[src/rtl/pipe_ctrl.sv]
`default_nettype none
// ============================================================================
// Module   : pipe_ctrl
// Brief    : Pipeline hazard control: load-use / RAW stalls, taken-branch
//            flush, EX operand forwarding and HLT drain.
//            Optional macro PIPE_FWD_EN enables operand forwarding.
// Revision : 1.0
// ============================================================================
module pipe_ctrl #(
    parameter int REG_AW = 4
) (
    input  logic              clk,
    input  logic              rst,
    input  logic              id_valid,
    input  logic [REG_AW-1:0] id_rs,
    input  logic [REG_AW-1:0] id_rt,
    input  logic              id_rs_used,
    input  logic              id_rt_used,
    input  logic [REG_AW-1:0] id_rd,
    input  logic              id_regwrite,
    input  logic              id_memread,
    input  logic              id_hlt,
    input  logic              ex_br_taken,
    output logic              stall_pc,
    output logic              stall_ifid,
    output logic              flush_ifid,
    output logic              bubble_ex,
    output logic [1:0]        fwd_a,
    output logic [1:0]        fwd_b,
    output logic              ex_valid,
    output logic              mem_valid,
    output logic              wb_valid,
    output logic              wb_regwrite,
    output logic              hlt
);

    typedef enum logic [1:0] {
        S_RUN       = 2'd0,
        S_DRAIN_MEM = 2'd1,
        S_DRAIN_WB  = 2'd2,
        S_DONE      = 2'd3
    } state_t;

    state_t r_state;
    state_t w_state_nxt;

    logic              r_ex_valid;
    logic              r_ex_regwrite;
    logic              r_ex_memread;
    logic              r_ex_hlt;
    logic [REG_AW-1:0] r_ex_rd;
    logic              r_mem_valid;
    logic              r_mem_regwrite;
    logic [REG_AW-1:0] r_mem_rd;
    logic              r_wb_valid;
    logic              r_wb_regwrite;
    logic [REG_AW-1:0] r_wb_rd;
`ifdef PIPE_FWD_EN
    logic              r_ex_rs_used;
    logic              r_ex_rt_used;
    logic [REG_AW-1:0] r_ex_rs;
    logic [REG_AW-1:0] r_ex_rt;
    logic              r_mem_memread;
`endif

    logic w_ex_take;
    logic w_br;
    logic w_halting;
    logic w_hit_ex;
    logic w_lu;
    logic w_hazard;

    // True when a live ID instruction reads nonzero register a_rd.
    function automatic logic src_match(
        input logic              a_v,
        input logic              a_u1,
        input logic [REG_AW-1:0] a_s1,
        input logic              a_u2,
        input logic [REG_AW-1:0] a_s2,
        input logic [REG_AW-1:0] a_rd
    );
        return a_v && (a_rd != '0) &&
               ((a_u1 && (a_s1 == a_rd)) || (a_u2 && (a_s2 == a_rd)));
    endfunction

    assign w_hit_ex  = src_match(id_valid, id_rs_used, id_rs, id_rt_used, id_rt, r_ex_rd);
    assign w_lu      = r_ex_valid & r_ex_memread & w_hit_ex;
    assign w_br      = r_ex_valid & ex_br_taken;
    assign w_halting = (r_state != S_RUN) | (r_ex_valid & r_ex_hlt);

`ifdef PIPE_FWD_EN
    function automatic logic [1:0] fwd_sel(
        input logic              a_use,
        input logic [REG_AW-1:0] a_src,
        input logic              a_mem_ok,
        input logic [REG_AW-1:0] a_mem_rd,
        input logic              a_wb_ok,
        input logic [REG_AW-1:0] a_wb_rd
    );
        if (!a_use || (a_src == '0)) return 2'b00;
        if (a_mem_ok && (a_mem_rd == a_src)) return 2'b01;
        if (a_wb_ok && (a_wb_rd == a_src)) return 2'b10;
        return 2'b00;
    endfunction

    // A load result in MEM is never a forwarding source; the load-use stall covers it.
    logic w_mem_fwd_ok;
    logic w_wb_fwd_ok;
    assign w_mem_fwd_ok = r_mem_valid & r_mem_regwrite & ~r_mem_memread;
    assign w_wb_fwd_ok  = r_wb_valid & r_wb_regwrite;
    assign fwd_a    = fwd_sel(r_ex_valid & r_ex_rs_used, r_ex_rs, w_mem_fwd_ok, r_mem_rd,
                              w_wb_fwd_ok, r_wb_rd);
    assign fwd_b    = fwd_sel(r_ex_valid & r_ex_rt_used, r_ex_rt, w_mem_fwd_ok, r_mem_rd,
                              w_wb_fwd_ok, r_wb_rd);
    assign w_hazard = w_lu;
`else
    logic w_hit_mem;
    logic w_hit_wb;
    assign w_hit_mem = src_match(id_valid, id_rs_used, id_rs, id_rt_used, id_rt, r_mem_rd);
    assign w_hit_wb  = src_match(id_valid, id_rs_used, id_rs, id_rt_used, id_rt, r_wb_rd);
    assign fwd_a     = 2'b00;
    assign fwd_b     = 2'b00;
    // Without forwarding, any pending writer of an ID source holds ID until it retires.
    assign w_hazard  = w_lu
                     | (r_ex_valid  & r_ex_regwrite  & w_hit_ex)
                     | (r_mem_valid & r_mem_regwrite & w_hit_mem)
                     | (r_wb_valid  & r_wb_regwrite  & w_hit_wb);
`endif

    always_ff @(posedge clk) begin
        if (rst) begin
            r_state <= S_RUN;
        end else begin
            r_state <= w_state_nxt;
        end
    end

    always_comb begin
        w_state_nxt = r_state;
        stall_pc    = 1'b0;
        stall_ifid  = 1'b0;
        flush_ifid  = 1'b0;
        bubble_ex   = 1'b0;
        case (r_state)
            S_RUN:       if (r_ex_valid && r_ex_hlt) w_state_nxt = S_DRAIN_MEM;
            S_DRAIN_MEM: w_state_nxt = S_DRAIN_WB;
            S_DRAIN_WB:  w_state_nxt = S_DONE;
            default:     w_state_nxt = S_DONE;
        endcase
        // Once HLT is in EX nothing younger may enter the pipe.
        if (w_halting) begin
            stall_pc   = 1'b1;
            stall_ifid = 1'b1;
            flush_ifid = 1'b1;
            bubble_ex  = 1'b1;
        end else if (w_br) begin
            flush_ifid = 1'b1;
            bubble_ex  = 1'b1;
        end else if (w_hazard) begin
            stall_pc   = 1'b1;
            stall_ifid = 1'b1;
            bubble_ex  = 1'b1;
        end
    end

    assign w_ex_take = ~bubble_ex & id_valid;

    always_ff @(posedge clk) begin
        if (rst) begin
            r_ex_valid     <= 1'b0;
            r_ex_regwrite  <= 1'b0;
            r_ex_memread   <= 1'b0;
            r_ex_hlt       <= 1'b0;
            r_ex_rd        <= '0;
            r_mem_valid    <= 1'b0;
            r_mem_regwrite <= 1'b0;
            r_mem_rd       <= '0;
            r_wb_valid     <= 1'b0;
            r_wb_regwrite  <= 1'b0;
            r_wb_rd        <= '0;
        end else begin
            r_ex_valid     <= w_ex_take;
            r_ex_regwrite  <= w_ex_take & id_regwrite;
            r_ex_memread   <= w_ex_take & id_memread;
            r_ex_hlt       <= w_ex_take & id_hlt;
            r_ex_rd        <= w_ex_take ? id_rd : '0;
            r_mem_valid    <= r_ex_valid;
            r_mem_regwrite <= r_ex_regwrite;
            r_mem_rd       <= r_ex_rd;
            r_wb_valid     <= r_mem_valid;
            r_wb_regwrite  <= r_mem_regwrite;
            r_wb_rd        <= r_mem_rd;
        end
    end

`ifdef PIPE_FWD_EN
    always_ff @(posedge clk) begin
        if (rst) begin
            r_ex_rs_used  <= 1'b0;
            r_ex_rt_used  <= 1'b0;
            r_ex_rs       <= '0;
            r_ex_rt       <= '0;
            r_mem_memread <= 1'b0;
        end else begin
            r_ex_rs_used  <= w_ex_take & id_rs_used;
            r_ex_rt_used  <= w_ex_take & id_rt_used;
            r_ex_rs       <= w_ex_take ? id_rs : '0;
            r_ex_rt       <= w_ex_take ? id_rt : '0;
            r_mem_memread <= r_ex_memread;
        end
    end
`endif

    assign ex_valid    = r_ex_valid;
    assign mem_valid   = r_mem_valid;
    assign wb_valid    = r_wb_valid;
    assign wb_regwrite = r_wb_valid & r_wb_regwrite;
    assign hlt         = (r_state == S_DONE);

endmodule
`default_nettype wire
[config.mk]
export PLATFORM = sky130hd
export DESIGN_NAME = pipe_ctrl
export DESIGN_NICKNAME = d
export VERILOG_FILES = /design/src/rtl/pipe_ctrl.sv
export SDC_FILE = /design/constraint.sdc
export NUM_CORES = 1
export LEC_CHECK = 0
export ABC_AREA = 1
export CORE_ASPECT_RATIO = 0.7
export CORE_MARGIN = 1.5
export CORE_UTILIZATION = 39
export DETAILED_ROUTE_END_ITERATION = 10
export PLACE_DENSITY_LB_ADDON = 0.25
export SETUP_SLACK_MARGIN = 0.5
export SLEW_MARGIN = 10
export SYNTH_ARGS = -nofsm -noshare
export SYNTH_HDL_FRONTEND = slang
export SYNTH_SLANG_ARGS = --single-unit
[constraint.sdc]
create_clock -name clk -period 3.7 [get_ports clk]
set_input_delay 0.555 -clock clk [delete_from_list [all_inputs] [get_ports clk]]
set_output_delay 0.555 -clock clk [all_outputs]
set_load 0.02 [all_outputs]
==> impl_metrics.py <==
metrics = {
    "timing": {
        "fmax_ghz": 0.324,
        "fin_crit_sh_pct": 83.4,
        "final_hold_viol_count": 0,
        "rsz0062_at_grt": "no",
        "fin_skew_ns": 0.00199,
        "slew_violations": 0,
        "fin_crit_ns": 3.09,
        "maxSlewHeadroom_pct": 63.4,
        "fin_tns_setup_ns": 0,
        "setup_viol": 0,
        "worst_pin_slew_ns": 0.548,
    },
    "floorplanning": {
        "die_area_um2": 3430,
        "die_h_um": 49.5,
        "fp.coreArea_um2": 2860,
        "start_util_pct": 42.0,
        "die_x_um": 69.4,
        "num_rows": 16,
        "io-pin-count": 34,
    },
    "placed_design": {
        "placed_cell_area_um2": 1510,
        "routabilityCongestion": 0.882,
        "detailed_place_hpwl_um": 2000,
        "numPortBuffers": 29,
    },
    "pwr": {
        "p_switching_w": 0.000167,
        "powerDensity_nw_per_um2": 364,
        "clock_power_share_pct": 25.0,
        "power_frac_seq_pct": 46.7,
        "netSwitchingFraction_pct": 29.6,
        "ir_worst_vdd_v": 0.000251,
        "total_leakage_power_nw": 0.742,
        "internal_power_w": 0.000397,
        "pwr-share-comb_pct": 28.2,
    },
    "setup_path": {
        "cp-start-kind": "primary input",
        "worst_ep_arrival_time_ns": 2.53,
        "required_ns": 3.14,
        "crit_type": "primary input to output port",
        "critPathCaptureType": "output port",
        "critPathMaxFanout": 5,
    },
    "global_routing": {
        "top_usage_layer": "met1",
        "antenna_found_initial": 0,
        "grt_pass1_vias": 868,
        "gr-total-overflow": 0,
        "grtUsageMet1_pct": 22.8,
        "use_met2_pct": 20.0,
        "grt_max_degree": 16,
        "grt_usage_pct": 15.2,
        "grt_pass1_wl_um": 4000,
        "grt_use_met3_pct": 4.91,
    },
    "logic_synthesis": {
        "synthArstFlopShare_pct": 0,
        "muxShareOfSynthArea_pct": 0,
        "synthAdderAreaFrac_pct": 0,
        "synth_xor_area_share_pct": 4.37,
        "ys_ff_latch": 22,
        "synth_cells": 187,
        "synth.avg_cell_area_um2": 6.44,
        "postSynth.topFlopCell": "dfxtp_1",
        "ys_seq_area_share_pct": 36.6,
        "ys_types": 23,
        "synth-simple-area-share_pct": 39.2,
        "synth_compound_area_share_pct": 4.57,
        "yosys_warnings": 0,
        "syn_area_um2": 1200,
        "synth_edf_count": 0,
        "synth_top_family_by_area": "simple AND/OR/NAND/NOR gates",
    },
    "clock_network": {
        "cts_setup_buffers": 0,
        "cts-resized-gates": 0,
        "cts.sinks": 22,
        "cts_buffer_depth": 2,
        "htree_levels": 1,
        "clk_latency_ns": 0.26,
        "cts_tree": "yes",
        "clkTransAtPathRegs_ns": 0.07,
        "hold_buffers": 0,
        "cts_root_buf": "clkbuf_8",
        "cts_made_buffers": 3,
    },
    "min_path": {
        "hold_path.class": "flop to flop",
    },
    "finish": {
        "diodes": 0,
        "final_area_um2": 1550,
        "nNetsFinal": 239,
        "n_fill_cell": 304,
        "post-route-util_pct": 54.2,
        "drive_gt1_share_pct": 11.6,
        "syn_to_final_growth_pct": 28.8,
    },
    "job": {
        "drv_cap": 0,
    },
    "drt": {
        "vias": 1097,
        "routedWlPerCell_um": 9.80,
        "drt_iter0_drc": 92,
        "vias_per_cell": 4.35,
        "dr.pass1.iters": 4,
        "postRouteAntennaNets": 0,
        "wl_um": 2470,
        "drc": 0,
    },
    "outcome": {
        "status": "completed",
    },
}
layer usage:
layer	vias up	wire, um	share of wire (%)
met5	-	0	0
met3	4	227	9.2
met4	0	28	1.1
met1	450	1250	51
li1	599	-	-
met2	44	963	39
through the flow:
stage	hold WS, ns	power, W	cells	setup slack, ns
after floorplan	0.398	0.000365	190	1.65
after global placement	0.417	0.000429	249	0.661
after detailed placement	0.415	0.000429	249	0.619
after CTS	0.425	0.000571	252	0.617
after global routing	0.445	0.000596	252	0.501
final	0.422	0.000564	252	0.614
worst paths after layout:
check                                                from                        to  slack (ns)  cells past startpoint
worst max-delay path                             id_rs[3]                stall_ifid        0.61                     10
worst min-delay path            r_mem_regwrite$_SDFF_PP0_  r_wb_regwrite$_SDFF_PP0_        0.42                      2
worst min register to register  r_mem_regwrite$_SDFF_PP0_  r_wb_regwrite$_SDFF_PP0_        0.42                      2
worst max register to register      r_ex_rd[1]$_SDFF_PP0_     r_ex_rd[1]$_SDFF_PP0_        2.32                     10
sequential cells by signal, summed over array words and instances, names as in the netlist:
name	flops
ex_valid	1
wb_valid	1
r_ex_hlt	1
r_mem_regwrite	1
r_state	2
r_ex_memread	1
r_ex_regwrite	1
r_ex_rd	4
mem_valid	1
r_wb_regwrite	1
r_wb_rd	4
r_mem_rd	4
kinds of logic (layout without fill, tap and decap cells):
logic type                after synthesis  count (layout)
buffers and inverters                  43              69
DFF                                    22              22
and+or+nand+nor                       106             106
other                                   1               4
AOI/OAI and AO/OA                       9               9
xor gates and xnor gates                6               6
cells in the mapped netlist, drive strengths merged (3+ instances only):
master / n / area [um^2]
buf: 5 / 37.5
dfxtp: 22 / 440
inv: 37 / 139
nand2: 51 / 199
nand3: 8 / 52.6
nand4: 3 / 18.8
nor2: 42 / 188
o21ai: 5 / 25.0
xnor2: 6 / 52.6
layout make-up:
| cell class | instances | area [um^2] | share of cell area [%] |
|---|---|---|---|
| multi-input combinational | 125 | 594 | 38.3 |
| timing repair buffer | 29 | 290 | 18.7 |
| tap | 36 | 45.0 | 2.91 |
| clock buffer | 3 | 41.3 | 2.66 |
| sequential | 22 | 440 | 28.4 |
| inverter | 37 | 139 | 8.96 |
power groups by stage:
stage	registers (W)	clock network, W	logic [W]
after detailed placement	0.000269	0	0.000160
final	0.000264	0.000141	0.000159
after global routing	0.000266	0.000156	0.000175
after global placement	0.000269	0	0.000160
after CTS	0.000264	0.000147	0.000160
after floorplan	0.000269	0	0.0000957
worst max-delay path: stages:
cell and delay [ns]:
clkdlybuf4s50_1 0.56, inv_1 0.09, nand2_1 0.06, o21ai_1 0.06, nor2_1 0.09, nand3_1 0.09
a21oi_2 0.24, o21ai_1 0.10, nand2_1 0.07, clkdlybuf4s50_1 0.60
cells in the final DEF (no fill, tap or decap), drive strengths merged:
cell | synthesis | final
o21ai | 5 | 5
a21boi | 1 | 1
nand3b | 1 | 1
a31oi | 1 | 1
clkdlybuf4s50 | 0 | 29
nand2 | 51 | 51
xnor2 | 6 | 6
clkbuf | 1 | 3
nor2 | 42 | 42
a21oi | 1 | 1
dfxtp | 22 | 22
a211oi | 1 | 1
inv | 37 | 37
conb | 1 | 4
nand3 | 8 | 8
or2 | 1 | 1
nand4 | 3 | 3
Power figures use the tool's default switching activity.
